### src/rtl/fv_sb_pkg.sv
// fv_sb_pkg
// Shared types and helpers for the single-symbol Wolper scoreboard sequencer.
//   fv_sb_wolper_state_e : sequencer states (IDLE, ARMED, INFLIGHT, CHECK)
//   fv_sb_lat_width()    : bit width needed to hold a latency of 0..max_lat
package fv_sb_pkg;

  typedef enum logic [1:0] {
    FV_SB_IDLE     = 2'd0,
    FV_SB_ARMED    = 2'd1,
    FV_SB_INFLIGHT = 2'd2,
    FV_SB_CHECK    = 2'd3
  } fv_sb_wolper_state_e;

  // A latency of exactly max_lat must be representable.
  function automatic int fv_sb_lat_width(input int max_lat);
    int w;
    w = $clog2(max_lat + 1);
    if (w < 1) w = 1;
    return w;
  endfunction

endpackage

### src/rtl/fv_sb_sat_counter.sv
// fv_sb_sat_counter
// Saturating up-counter with synchronous clear and count enable.
// Clear has priority over enable; the count holds at MAX once reached.
// Ports:
//   clk   in  clock
//   rstn  in  asynchronous active-low reset (count -> 0)
//   clr   in  synchronous clear to 0
//   en    in  increment by one (saturating at MAX)
//   count out current count, WIDTH bits
module fv_sb_sat_counter #(
  parameter int WIDTH = 4,
  parameter int MAX   = 8
) (
  input  logic             clk,
  input  logic             rstn,
  input  logic             clr,
  input  logic             en,
  output logic [WIDTH-1:0] count
);

  logic [WIDTH-1:0] r_count;
  logic             w_at_max;

  assign w_at_max = (r_count == WIDTH'(MAX));

  always_ff @(posedge clk or negedge rstn) begin
    if (!rstn) begin
      r_count <= '0;
    end else if (clr) begin
      r_count <= '0;
    end else if (en && !w_at_max) begin
      r_count <= r_count + WIDTH'(1);
    end
  end

  assign count = r_count;

endmodule

### src/rtl/fv_sb_wolper_ctrl.sv
// fv_sb_wolper_ctrl
// Sequencer for a single-symbol Wolper data-integrity check on a push/pop
// datapath. One symbol is armed, then followed through "not yet pushed"
// (ARMED), "in flight" (INFLIGHT) and "popped" (CHECK). Push-to-pop latency
// is measured and sticky error flags record causality, duplication, resend
// and timeout violations.
//
// Optional feature: define FV_SB_WOLPER_CTRL_ASSERT_EN to compile in
// concurrent assertions that no err_* flag ever rises, plus a cover on done.
//
// Ports:
//   clk, rstn            clock, asynchronous active-low reset
//   arm, arm_data        request to track arm_data (accepted in IDLE/CHECK)
//   clr                  synchronous return to IDLE, clears flags and latency
//   push_valid/push_data DUT ingress
//   pop_valid/pop_data   DUT egress
//   busy                 state is ARMED or INFLIGHT
//   done                 one-cycle pulse when the tracked symbol is popped
//   latency              push-to-pop cycles of the last completed check
//   err_causality        sticky: popped before pushed
//   err_dup              sticky: popped more than once
//   err_resend           sticky: pushed more than once
//   err_timeout          sticky: in flight for MAX_LAT cycles without a pop
module fv_sb_wolper_ctrl
  import fv_sb_pkg::*;
#(
  parameter  int DWIDTH  = 4,
  parameter  int MAX_LAT = 8,
  localparam int LWIDTH  = fv_sb_lat_width(MAX_LAT)
) (
  input  logic              clk,
  input  logic              rstn,
  input  logic              arm,
  input  logic [DWIDTH-1:0] arm_data,
  input  logic              clr,
  input  logic              push_valid,
  input  logic [DWIDTH-1:0] push_data,
  input  logic              pop_valid,
  input  logic [DWIDTH-1:0] pop_data,
  output logic              busy,
  output logic              done,
  output logic [LWIDTH-1:0] latency,
  output logic              err_causality,
  output logic              err_dup,
  output logic              err_resend,
  output logic              err_timeout
);

  fv_sb_wolper_state_e r_state;
  logic [DWIDTH-1:0]   r_sym;
  logic                r_busy;
  logic                r_done;
  logic [LWIDTH-1:0]   r_latency;
  logic                r_err_causality;
  logic                r_err_dup;
  logic                r_err_resend;
  logic                r_err_timeout;

  logic                w_push_hit;
  logic                w_pop_hit;
  logic                w_cnt_clr;
  logic                w_cnt_en;
  logic [LWIDTH-1:0]   w_cnt;
  logic                w_cnt_last;

  // Matching is qualified by valid so data on idle cycles is never compared.
  assign w_push_hit = push_valid && (push_data == r_sym);
  assign w_pop_hit  = pop_valid  && (pop_data  == r_sym);

  // The counter only runs while in flight; it sits at 0 in every other state,
  // so entering INFLIGHT always starts from 0.
  assign w_cnt_clr  = clr || (r_state != FV_SB_INFLIGHT);
  assign w_cnt_en   = (r_state == FV_SB_INFLIGHT) && !w_pop_hit;

  // The cycle in which the count would reach MAX_LAT without a pop is the
  // timeout cycle; a pop in that same cycle still completes with
  // latency == MAX_LAT.
  assign w_cnt_last = (w_cnt == LWIDTH'(MAX_LAT - 1));

  fv_sb_sat_counter #(
    .WIDTH (LWIDTH),
    .MAX   (MAX_LAT)
  ) u_lat_cnt (
    .clk   (clk),
    .rstn  (rstn),
    .clr   (w_cnt_clr),
    .en    (w_cnt_en),
    .count (w_cnt)
  );

  always_ff @(posedge clk or negedge rstn) begin
    if (!rstn) begin
      r_state         <= FV_SB_IDLE;
      r_sym           <= '0;
      r_busy          <= 1'b0;
      r_done          <= 1'b0;
      r_latency       <= '0;
      r_err_causality <= 1'b0;
      r_err_dup       <= 1'b0;
      r_err_resend    <= 1'b0;
      r_err_timeout   <= 1'b0;
    end else begin
      r_done <= 1'b0;
      if (clr) begin
        // clr overrides every other event, including a same-cycle arm.
        r_state         <= FV_SB_IDLE;
        r_busy          <= 1'b0;
        r_latency       <= '0;
        r_err_causality <= 1'b0;
        r_err_dup       <= 1'b0;
        r_err_resend    <= 1'b0;
        r_err_timeout   <= 1'b0;
      end else begin
        case (r_state)
          FV_SB_IDLE: begin
            if (arm) begin
              r_sym   <= arm_data;
              r_state <= FV_SB_ARMED;
              r_busy  <= 1'b1;
            end
          end

          FV_SB_ARMED: begin
            if (w_push_hit && w_pop_hit) begin
              r_latency <= '0;
              r_done    <= 1'b1;
              r_state   <= FV_SB_CHECK;
              r_busy    <= 1'b0;
            end else if (w_push_hit) begin
              r_state <= FV_SB_INFLIGHT;
            end else if (w_pop_hit) begin
              r_err_causality <= 1'b1;
            end
          end

          FV_SB_INFLIGHT: begin
            if (w_pop_hit) begin
              r_latency <= w_cnt + LWIDTH'(1);
              r_done    <= 1'b1;
              r_state   <= FV_SB_CHECK;
              r_busy    <= 1'b0;
            end else if (w_cnt_last) begin
              r_err_timeout <= 1'b1;
              r_state       <= FV_SB_IDLE;
              r_busy        <= 1'b0;
            end
            // A second push is flagged but does not disturb the check.
            if (w_push_hit) r_err_resend <= 1'b1;
          end

          FV_SB_CHECK: begin
            // Pop/push comparisons use the symbol just checked, even when a
            // new arm recaptures in the same cycle.
            if (w_pop_hit)  r_err_dup    <= 1'b1;
            if (w_push_hit) r_err_resend <= 1'b1;
            if (arm) begin
              r_sym   <= arm_data;
              r_state <= FV_SB_ARMED;
              r_busy  <= 1'b1;
            end
          end

          default: begin
            r_state <= FV_SB_IDLE;
            r_busy  <= 1'b0;
          end
        endcase
      end
    end
  end

  assign busy          = r_busy;
  assign done          = r_done;
  assign latency       = r_latency;
  assign err_causality = r_err_causality;
  assign err_dup       = r_err_dup;
  assign err_resend    = r_err_resend;
  assign err_timeout   = r_err_timeout;

`ifdef FV_SB_WOLPER_CTRL_ASSERT_EN
  a_no_causality : assert property (@(posedge clk) disable iff (!rstn) !$rose(err_causality));
  a_no_dup       : assert property (@(posedge clk) disable iff (!rstn) !$rose(err_dup));
  a_no_resend    : assert property (@(posedge clk) disable iff (!rstn) !$rose(err_resend));
  a_no_timeout   : assert property (@(posedge clk) disable iff (!rstn) !$rose(err_timeout));
  c_done         : cover property  (@(posedge clk) disable iff (!rstn) done);
`else
  // Flags only; no embedded properties in this build.
`endif

endmodule

### config.mk
export PLATFORM = sky130hd
export DESIGN_NAME = fv_sb_wolper_ctrl
export DESIGN_NICKNAME = d
export VERILOG_FILES = /design/src/rtl/fv_sb_pkg.sv /design/src/rtl/fv_sb_sat_counter.sv /design/src/rtl/fv_sb_wolper_ctrl.sv
export SDC_FILE = /design/constraint.sdc
export NUM_CORES = 1
export LEC_CHECK = 0
export ABC_AREA = 1
export BUFFER_PORTS_ARGS = -buffer_cell sky130_fd_sc_hd__buf_2
export CORE_AREA = 8 8 60 62
export CTS_CLUSTER_DIAMETER = 50
export DETAILED_ROUTE_END_ITERATION = 8
export DIE_AREA = 0 0 68 70
export PLACE_DENSITY_LB_ADDON = 0.08
export SYNTH_ARGS = -nofsm -noshare
export SYNTH_HDL_FRONTEND = slang
export SYNTH_SLANG_ARGS = --single-unit
### constraint.sdc
create_clock -name clk -period 1.7 [get_ports clk]
set_clock_uncertainty 0.2 [all_clocks]
set_input_delay 0.17 -clock clk [delete_from_list [all_inputs] [get_ports clk]]
set_output_delay 0.17 -clock clk [all_outputs]
set_load 0.1 [all_outputs]
---- Yosys cells after proc, flatten, opt, wreduce, memory -nomap -nowiden ----
Index checks and enable logic that the tools add are counted.
storage, ports and cells
  bits in registers ....................... 20
  latch bits .............................. 0
  RAM bits ................................ 0
  ROM bits ................................ 0
  input bits .............................. 18
  output and inout port bits .............. 10
  word-level logic and storage cells ...... 93
  memories ................................ 0
operators by class
  add/sub/neg operators ................... 1
  $mul .................................... 0
  div/mod/pow operators ................... 0
  order comparisons ....................... 0
  equality and inequality tests ........... 16
  shift-type cells ........................ 0
  muxes and demuxes ....................... 37
  bitwise gates (word level) .............. 1
  reduce and logical (&&, ||, !) cells .... 28
operator list
  operator               count
  $mux W1                22
  $mux W4                5
  $reduce_bool A2 Y1     8
  $reduce_and A3 Y1      5
  $mux W2                6
  $eq A4 B4 Y1           2
  $ne A2 B2 Y1 const B   4
  $ne A4 B4 Y1 const B   2
  $pmux W4 S2            1
  $ne A3 B3 Y1 const B   2
  $pmux W2 S3            1
  $logic_and A1 B1 Y1    5
  $add A4 B1 Y4 const B  1
  $eq A2 B2 Y1 const B   2
  $eq A4 B3 Y1 const B   1
  $eq A4 B4 Y1 const B   1
  $reduce_and A2 Y1      2
  $reduce_and A4 Y1      1
  $reduce_or A2 Y1       2
  $ne A3 B1 Y1 const B   1
  $pmux W1 S3            1
  $reduce_bool A3 Y1     1
  $eq A2 B1 Y1 const B   1
  $logic_not A1 Y1       2
  4 further kinds        4

---- Longest topological paths before layout ----
Gate-level depths: netlist of run 1.
  depth in word-level cells ............... 7
  depth in mapped cells ................... 11
  gate-level depth less buffers ........... 11

---- Cells and area by module ----
A second synthesis of run 1 with hierarchy kept.
second synthesis, totals
  cell total of the unflattened synthesis .. 177
  area total of the unflattened synthesis .. 1362.6 um^2
modules (own cells, without submodules)
  module             times used  cells an instance  area an instance (um^2)
  fv_sb_wolper_ctrl  1           143                1103.6
  fv_sb_sat_counter  1           34                 259.0

---- Worst setup path after synthesis of run 1 ----
No wires, ideal clock.
  path kind ............................... reg-to-reg
  start point ............................. register r_state[0]
  end point ............................... register r_state[0]
  library setup time ...................... 0.119 ns
  arrival time ............................ 1.315 ns
  setup slack ............................. 0.066 ns
  stages on the path, launching flop included .. 9
  buffers on the path ..................... 0
  clock period less this slack ............ 1.634 ns
  path through ............................ dfrtp_1 -> inv_1 -> ha_1 -> nand2_2 -> or2_2 -> nand2_1 -> nor2_2 -> nand3_1 -> nand2_1
between the ends
  cells in the longest elaborated chain, start to end .. 4
  elaborated cells on any way between the ends .. 11
ends and longest elaborated chain
  what                                                                  line                      RTL
  start: declaration                                                    fv_sb_wolper_ctrl.sv:49   fv_sb_wolper_state_e r_state;
  start signal: assignment                                              fv_sb_wolper_ctrl.sv:93   r_state <= FV_SB_IDLE;
  start signal: assignment                                              fv_sb_wolper_ctrl.sv:106  r_state <= FV_SB_IDLE;
  start signal: assignment                                              fv_sb_wolper_ctrl.sv:118  r_state <= FV_SB_ARMED;
  $eq A2 B2 Y1 / $logic_not A2 Y1 (equally long branches)               fv_sb_wolper_ctrl.sv:114  case (r_state)
  $reduce_or A2 Y1 (no source line)                                     -
  $ne A3 B1 Y1 (no source line) / $pmux W2 S3 (equally long branches)   -
  $reduce_and A3 Y1 (no source line) / $mux W2 (equally long branches)  -
Parallel ways exist; a longest one is shown, timed or not.
A chain may end at the register's enable or synchronous reset.

---- Final worst setup path of run 1 ----
  start point ............................. register r_state[1]
  end point ............................... register r_done (netlist: done)
between the ends
  cells in the longest elaborated chain, start to end .. 3
  elaborated cells on any way between the ends .. 4
ends and longest elaborated chain
  what                                                 line                      RTL
  $eq A2 B2 Y1 / $eq A2 B1 Y1 (equally long branches)  fv_sb_wolper_ctrl.sv:114
  $pmux W1 S2 *                                        fv_sb_wolper_ctrl.sv:114
  $mux W1 *                                            fv_sb_wolper_ctrl.sv:104  if (clr) begin
  end signal: assignment                               fv_sb_wolper_ctrl.sv:96   r_done <= 1'b0;
  end signal: assignment                               fv_sb_wolper_ctrl.sv:103  r_done <= 1'b0;
  end signal: assignment                               fv_sb_wolper_ctrl.sv:126  r_done <= 1'b1;
  end: declaration                                     fv_sb_wolper_ctrl.sv:52   logic r_done;
Every way passes the cells marked *; elsewhere a longest branch is shown, timed or not.

==> impl_metrics.ini, run 1 <==
[run_status]
status = complete, no violations

[cts]
cts_tree = built
clock-sinks = 20
cts_made_buffers = 3
clkSlewWorstSetupHoldPaths_ps = 110
cts-root-buf = clkbuf_4
h-tree-depth = 1
clockBufferDepth = 2
clk_latency_ps = 310

[setup_path]
cp_slowest_cell = dfrtp_1
crit_fanout = 3
crit_chain = buf_4 > inv_2 > ha_4 > inv_1 > nor2_2 > buf_6 > nand3_2 > a21oi_2
critPathTopFamily = flip-flops
regToRegSetupSlack_ps = 90
cp-end-kind = flop
cp-start-kind = flop
worstReg2RegEnd = done$_DFF_PN0_
r2r_start = r_state[1]$_DFFE_PN0P_
arrival_ps = 1640
crit_required_ps = 1740
criticalPathCategory = reg -> reg
cpPeakStageDelay_ps = 430
path_depth = 8
worstRegToRegCells = 8
cp_num_buf_inv = 4

[power_and_ir_drop]
leakagePower_nw = 0.902
swShare = 0.450
intPower_mw = 1.12
switching_power_mw = 0.920
pwr-share-comb = 0.548
power.share.sequential = 0.315
p_clk_frac = 0.137
ir_worst_vdd_mv = 0.778
cellPowerDensity_nw_per_um2 = 1210

[final_layout]
nNetsFinal = 235
insertedDiodeCount = 0
most-common-layout-cells = nand2_1 (41), buf_2 (27), dfrtp_1 (20), inv_1 (16), nor2_1 (13)
area_growth_pct = 36.0
drive_gt1_frac = 0.381
stdcell_area_um2 = 1690
fillers = 228
final_common_cell = nand2_1

[timing]
period_share = 0.946
tightest_slew_ps = 488
rsz0062_at_grt = true
slew_violations = 0
relSlewSlack = 0.677
finalHoldWorstSlack_ps = 126
fmax_mhz = 622
hold_viol = 0
min_period_ps = 1610
setup_viol = 0
worst_slack_ps = 91.3

[synth]
syn_nets = 184
synth-seq-cells = 20
synth-simple-area-share = 0.360
synth_warnings = 0
synth_area_um2 = 1240
netlist_instances = 160
synth-seq-area-share = 0.403
synth_xor_area_frac = 0.0211
synth_top_family_by_area = simple AND/OR/NAND/NOR gates
synth_mux_area_frac = 0.00906
synth_compound_area_frac = 0.0806
synth-adder-area-share = 0.0604
synth_area_per_cell_um2 = 7.77
synth_cell_types = 23

[grt]
grt_max_degree = 21
grt_pass1_vias = 1135
grtUsageTotal = 0.125
overflow = 0
grt_pass1_wl_um = 4810
antenna_found_initial = 0

[route]
wl_um = 2900
ant_nets = 0
vias_per_cell = 4.78
drc = 0
drtIter0Drc = 51
drtPass1Iterations = 4
vias = 1151
wire_per_inst_um = 12.0

[placed_design]
place.gp.congestion = 0.947
pre_cts_slack_ps = 10.4
dpl.hpwl_um = 2210
placedInstanceArea_um2 = 1450
port_buffers = 27

[floorplanning]
core_um2 = 2660
die_w_um = 68
start_util = 0.467
fp.dieH_um = 70
design.die.area_um2 = 4760
io_pins = 28
rows = 19

[flow_run]
cap_violations = 0

[hold_path]
min_path_type = in -> async
[layout make-up]
cell class,instances,area [um2],share of cell area
multi-input cells,118,732,0.433
flip-flops and latches,20,500,0.296
repair buffers,46,299,0.177
inverters,22,82.6,0.0489
well taps,31,38.8,0.0230
clock buffers,4,36.3,0.0215
[cells in the mapped netlist (all sizes together)]
master,n,area (um2)
nand2,53,239
inv,22,82.6
nor2,22,115
dfrtp,20,500
nand3,14,80.1
a21oi,8,51.3
o21ai,7,35.0
ha,6,75.1
xnor2,2,17.5
a31oi,1,6.26
mux2,1,11.3
nand4,1,6.26
o31ai,1,7.51
or2,1,6.26
xor2,1,8.76
[routing by layer]
layer / GRT usage / routed length, um / share of wire / vias to the layer above
li1: - / - / - / 603
met1: 0.157 / 1320 / 0.45 / 522
met2: 0.196 / 1340 / 0.46 / 21
met3: 0.0287 / 191 / 0.066 / 5
met4: 0.0524 / 46 / 0.016 / 0
met5: 0 / 0 / 0 / -
[how the worst max path moves through the flow]
stage                     slack (ps)                     end                   start
after global routing             -20  latency[0]$_DFFE_PN0P_    r_sym[1]$_DFFE_PN0P_
after CTS                          6  r_state[1]$_DFFE_PN0P_  r_state[1]$_DFFE_PN0P_
after detailed placement          10  r_state[1]$_DFFE_PN0P_  r_state[1]$_DFFE_PN0P_
final                             90          done$_DFF_PN0_  r_state[1]$_DFFE_PN0P_
after floorplan                   70  r_state[0]$_DFFE_PN0P_  r_state[0]$_DFFE_PN0P_
after global placement            20  r_state[0]$_DFFE_PN0P_  r_state[1]$_DFFE_PN0P_
[through the flow]
step / setup TNS [ps] / utilization / std cells / total power [mW]
global route: -49.1 / 0.634 / 241 / 2.20
floorplan: 0 / - / 160 / 1.36
CTS: 0 / 0.586 / 234 / 1.89
detailed placement: 0 / 0.543 / 222 / 1.58
finish: 0 / 0.634 / 241 / 2.04
global placement: 0 / 0.543 / 222 / 1.56
[timing repair]
| item | 4_1_cts | 5_1_grt |
|---|---|---|
| pin swaps | 0 | 11 |
| endpoints found under the setup margin | 2 | 13 |
| gates cloned | 0 | 0 |
| endpoints found under the hold margin | 28 | 0 |
| hold buffers | 7 | 0 |
| buffers inserted | 1 | 7 |
| gates resized for setup | 0 | 17 |
[power by group through the flow]
stage | Clock (mW) | Sequential, mW | Combinational, mW
2_1_floorplan | 0 | 0.800 | 0.562
3_3_place_gp | 0 | 0.643 | 0.916
3_5_place_dp | 0 | 0.648 | 0.928
4_1_cts | 0.294 | 0.635 | 0.961
5_1_grt | 0.322 | 0.653 | 1.23
6_report | 0.280 | 0.644 | 1.12
[kinds of logic (layout without fill, tap and decap cells)]
family | count (synthesis) | in the layout
multiplexers | 1 | 1
adder cells (fa/ha/maj) | 6 | 6
AO/OA/AOI/OAI | 17 | 17
flip-flops | 20 | 20
XOR/XNOR | 3 | 3
buffers and inverters | 22 | 72
AND/OR/NAND/NOR | 91 | 91
[worst register-to-register path: stages, from the launching register on]
cell and delay, ps:
dfrtp_1 430, buf_4 150, inv_2 80, ha_4 140, inv_1 40, nor2_2 130, buf_6 140, nand3_2 90
a21oi_2 150
[flip-flops by register name, summed over array words and instances, names as in the netlist]
register / count
done: 1
r_state: 2
u_lat_cnt.count: 4
latency: 4
err_resend: 1
r_sym: 4
err_causality: 1
err_timeout: 1
busy: 1
err_dup: 1
Power figures use the tool's default switching activity.
==> run 2, diff against run 1 <==
--- a/config.mk
+++ b/config.mk
@@ -7,10 +7,12 @@
 export LEC_CHECK = 0
 export ABC_AREA = 1
 export BUFFER_PORTS_ARGS = -buffer_cell sky130_fd_sc_hd__buf_2
-export CORE_AREA = 8 8 60 62
+export CELL_PAD_IN_SITES_DETAIL_PLACEMENT = 0
+export CELL_PAD_IN_SITES_GLOBAL_PLACEMENT = 1
+export CORE_AREA = 8 8 70 72
 export CTS_CLUSTER_DIAMETER = 50
 export DETAILED_ROUTE_END_ITERATION = 8
-export DIE_AREA = 0 0 68 70
+export DIE_AREA = 0 0 78 80
 export PLACE_DENSITY_LB_ADDON = 0.08
 export SYNTH_ARGS = -nofsm -noshare
 export SYNTH_HDL_FRONTEND = slang
==> impl_metrics.ini, run 2 (synthesis results as in run 1) <==
[setup_path]
worstRegToRegCells = 7
worstReg2RegEnd = r_state[1]$_DFFE_PN0P_
cp-start-kind = flop
cp-end-kind = flop
r2r_start = r_state[1]$_DFFE_PN0P_
crit_required_ps = 1650
setup.worst_path.start = r_state[1]$_DFFE_PN0P_
arrival_ps = 1590
regToRegSetupSlack_ps = 60
crit_fanout = 3
criticalPathCategory = reg -> reg

[cts]
h-tree-depth = 1
clkSlewWorstSetupHoldPaths_ps = 80
cts_made_buffers = 3
clk_latency_ps = 260
clockBufferDepth = 2
cts-root-buf = clkbuf_8
clock-sinks = 20
cts_tree = built

[power_and_ir_drop]
ir_worst_vdd_mv = 0.522
power.share.sequential = 0.305
intPower_mw = 1.19
pwr-share-comb = 0.522
swShare = 0.447
switching_power_mw = 0.961
leakagePower_nw = 0.902
cellPowerDensity_nw_per_um2 = 1240
p_clk_frac = 0.173
power.total_mw = 2.15

[hold_path]
min_path_type = in -> async

[final_layout]
area_growth_pct = 39.7
drive_gt1_frac = 0.433
nNetsFinal = 233
fin_cells = 258
fillers = 410
most-common-layout-cells = nand2_1 (31), buf_2 (27), dfrtp_1 (20), nand2_2 (19), inv_1 (14)
final_common_cell = nand2_1
insertedDiodeCount = 0
stdcell_area_um2 = 1740
final_util = 0.450

[grt]
antenna_found_initial = 0
busiest_layer = met2
grt_max_degree = 21
grt_use_met2 = 0.179
grt_pass1_wl_um = 5330
grt_pass1_vias = 1197
overflow = 0
grtUsageTotal = 0.106
grt_use_met1 = 0.123
grt_use_met3 = 0.0304

[timing]
slew_violations = 0
hold_viol = 0
fmax_mhz = 610
setup_viol = 0
relSlewSlack = 0.677
rsz0062_at_grt = true
tightest_slew_ps = 488
setup_tns_ps = 0
period_share = 0.964
min_period_ps = 1640

[floorplanning]
design.die.area_um2 = 6240
core_um2 = 3860
io_pins = 28
rows = 23
start_util = 0.322
fp.dieH_um = 80
die_w_um = 78

[route]
wl_um = 3190
vias_per_cell = 4.41
wire_per_inst_um = 12.4
drc = 0
ant_nets = 0
vias = 1137
drtPass1Iterations = 4
drtIter0Drc = 29

[placed_design]
place.gp.congestion = 0.751
dpl.hpwl_um = 2450
placedInstanceArea_um2 = 1480
port_buffers = 27
dp_cells = 242

[run_status]
status = complete, no violations

[flow_run]
cap_violations = 0
[run 2: per-stage QoR]
| stage | worst slack (ps) | hold WS [ps] |
|---|---|---|
| final | 60.4 | 190 |
| after global routing | -31.4 | 233 |
| after CTS | 8.18 | 187 |
| after detailed placement | -13.0 | -44.2 |
| after global placement | -15.4 | -50.2 |
| after floorplan | 66.3 | -326 |
[run 2: cell type report]
class | count | area (um2) | area share
clock buffer | 4 | 55.1 | 0.0317
inverter | 22 | 85.1 | 0.0490
multi-input combinational | 118 | 748 | 0.431
sequential | 20 | 500 | 0.288
tap | 50 | 62.6 | 0.0360
timing repair buffer | 44 | 284 | 0.164
[run 2: worst max path at each step]
stage	to	cells past startpoint
floorplan	r_state[0]$_DFFE_PN0P_	8
global placement	r_state[1]$_DFFE_PN0P_	7
detailed placement	r_state[0]$_DFFE_PN0P_	7
CTS	r_state[0]$_DFFE_PN0P_	9
global route	latency[1]$_DFFE_PN0P_	11
finish	r_state[1]$_DFFE_PN0P_	7
[run 2: timing repair]
action                                  4_1_cts  5_1_grt
buffers inserted                              0        5
resized for setup                             2       27
hold endpoints to repair                     28        0
pin swaps                                     0       11
endpoints found under the setup margin        2       12
hold buffers                                  7        0
[run 2: power by group through the flow]
stage / Clock (mW) / Sequential (mW) / Combinational, mW
5_1_grt: 0.408 / 0.668 / 1.24
2_1_floorplan: 0 / 0.800 / 0.562
3_3_place_gp: 0 / 0.645 / 0.929
4_1_cts: 0.389 / 0.644 / 0.983
3_5_place_dp: 0 / 0.649 / 0.942
6_report: 0.373 / 0.655 / 1.12
[run 2: layer usage]
layer	routed length, um	up-vias
li1	-	596
met1	1480	516
met2	1500	21
met3	176	4
met4	36	0
met5	0	-
[run 2: worst max-delay path, cell delays in order, from the launching register on]
cell and delay (ps):
dfrtp_1 440, ha_4 300, nand2_2 70, or2_4 250, nand2_2 100, nor2_2 60, nand2_1 60, o21ai_1 60
==> run 3, diff against run 2 <==
--- a/config.mk
+++ b/config.mk
@@ -9,10 +9,10 @@
 export BUFFER_PORTS_ARGS = -buffer_cell sky130_fd_sc_hd__buf_2
 export CELL_PAD_IN_SITES_DETAIL_PLACEMENT = 0
 export CELL_PAD_IN_SITES_GLOBAL_PLACEMENT = 1
-export CORE_AREA = 8 8 70 72
+export CORE_AREA = 2 2 64 66
 export CTS_CLUSTER_DIAMETER = 50
 export DETAILED_ROUTE_END_ITERATION = 8
-export DIE_AREA = 0 0 78 80
+export DIE_AREA = 0 0 66 68
 export PLACE_DENSITY_LB_ADDON = 0.08
 export SYNTH_ARGS = -nofsm -noshare
 export SYNTH_HDL_FRONTEND = slang
==> impl_metrics.ini, run 3 (synthesis results as in run 1) <==
[placed_design]
place.gp.congestion = 0.779
dpl.hpwl_um = 2240
placedInstanceArea_um2 = 1480
port_buffers = 27

[hold_path]
min_path_type = in -> async

[final_layout]
most-common-layout-cells = nand2_1 (36), buf_2 (26), dfrtp_1 (20), inv_1 (16), nand2_2 (14)
stdcell_area_um2 = 1720
area_growth_pct = 38.3
fillers = 406
insertedDiodeCount = 0
final_common_cell = nand2_1
drive_gt1_frac = 0.402
nNetsFinal = 234

[timing]
relSlewSlack = 0.678
fmax_mhz = 610
rsz0062_at_grt = true
period_share = 0.964
setup_tns_ps = 0
hold_viol = 0
tightest_slew_ps = 486
setup_viol = 0
slew_violations = 0
min_period_ps = 1640

[setup_path]
crit_required_ps = 1650
cp-start-kind = flop
criticalPathCategory = reg -> reg
crit_chain = ha_4 > nand2_2 > or2_2 > nand2_2 > nor2_2 > nand3_1 > nand2_1
worstRegToRegCells = 7
cpPeakStageDelay_ps = 410
cp_slowest_cell = dfrtp_1
cp-end-kind = flop
arrival_ps = 1590
crit_fanout = 3
path_common_cell = nand2_2

[floorplanning]
design.die.area_um2 = 4490
rows = 23
io_pins = 28
die_w_um = 66
start_util = 0.322
fp.dieH_um = 68
core_um2 = 3860

[grt]
grt_pass1_vias = 1016
antenna_found_initial = 0
grt_pass1_wl_um = 4660
overflow = 0
grtUsageTotal = 0.140
grt_max_degree = 21

[route]
ant_nets = 0
wl_um = 2840
drtIter0Drc = 56
vias = 1130
wire_per_inst_um = 10.9
vias_per_cell = 4.36
drc = 0
drtPass1Iterations = 4

[cts]
h-tree-depth = 1
clk_latency_ps = 260
clockBufferDepth = 2
cts_tree = built
clkSlewWorstSetupHoldPaths_ps = 70
cts-root-buf = clkbuf_8
clock-sinks = 20
cts_made_buffers = 3

[power_and_ir_drop]
pwr-share-comb = 0.519
swShare = 0.438
switching_power_mw = 0.920
p_clk_frac = 0.173
cellPowerDensity_nw_per_um2 = 1220
power.share.sequential = 0.307
ir_worst_vdd_mv = 0.446
intPower_mw = 1.18
leakagePower_nw = 0.901

[run_status]
status = complete, no violations

[flow_run]
cap_violations = 0
==> run 3: changes by cell type in the layout (fill, tap and decap cells not counted), moves of 2 or more <==
cell and delta:
nand2_1 +5, inv_2 -2, nor2_2 +2, nand2_2 -5, inv_1 +2, buf_4 +3
==> run 3: worst paths after layout <==
path / startpoint / endpoint / slack (ps)
worst max-delay path: r_state[1]$_DFFE_PN0P_ / r_state[0]$_DFFE_PN0P_ / 60
worst min-delay path: rstn / r_sym[3]$_DFFE_PN0P_ / 190
worst max register to register: r_state[1]$_DFFE_PN0P_ / r_state[0]$_DFFE_PN0P_ / 60
worst min register to register: latency[2]$_DFFE_PN0P_ / latency[2]$_DFFE_PN0P_ / 270
max in group asynchronous: rstn / busy$_DFFE_PN0P_ / 800
min in group clk: push_valid / err_resend$_DFFE_PN0P_ / 200
==> run 3: power by group through the flow <==
stage	clock network [mW]	registers (mW)	logic (mW)
global route	0.414	0.661	1.21
detailed placement	0	0.651	0.941
finish	0.364	0.646	1.09
CTS	0.379	0.638	0.973
floorplan	0	0.800	0.562
global placement	0	0.646	0.930
==> run 3: what timing repair did <==
item / CTS / global route
gates resized for setup: 0 / 20
setup endpoints to repair: 2 / 9
hold endpoints to repair: 27 / 0
hold buffers: 7 / 0
pin swaps: 0 / 9
buffers inserted: 1 / 5
==> run 3: layout make-up <==
| cell class | count | area (um2) | share of cell area |
|---|---|---|---|
| Timing Repair Buffer | 45 | 290 | 0.169 |
| Tap cell | 50 | 62.6 | 0.0364 |
| Multi-Input combinational cell | 118 | 724 | 0.422 |
| Inverter | 22 | 85.1 | 0.0495 |
| Sequential cell | 20 | 500 | 0.291 |
| Clock buffer | 4 | 55.1 | 0.0320 |
==> run 3: metrics by stage <==
step / worst slack, ps / utilization / hold WS [ps] / total power, mW / instances
floorplan: 66.3 / - / -326 / 1.36 / 160
global placement: 27.3 / 0.383 / -49.5 / 1.58 / 242
detailed placement: 2.37 / 0.383 / -49.3 / 1.59 / 242
global route: -59.2 / 0.445 / 226 / 2.28 / 259
CTS: 7.95 / 0.418 / 197 / 1.99 / 254
finish: 61.8 / 0.445 / 187 / 2.10 / 259
==> run 3: per-layer routing <==
layer | GRT usage | routed length, um | part of all wire | vias up
met5 | 0 | 0 | 0 | -
met4 | 0.0536 | 37 | 0.013 | 0
met3 | 0.0263 | 124 | 0.044 | 4
met2 | 0.234 | 1320 | 0.47 | 18
met1 | 0.180 | 1350 | 0.48 | 512
li1 | - | - | - | 596
==> run 3: worst max-delay path: cells and delay by family, from the launching register on <==
family,cells,cell delay (ps)
and+or+nand+nor,6,630
adders and majority gates,1,290
DFF,1,410
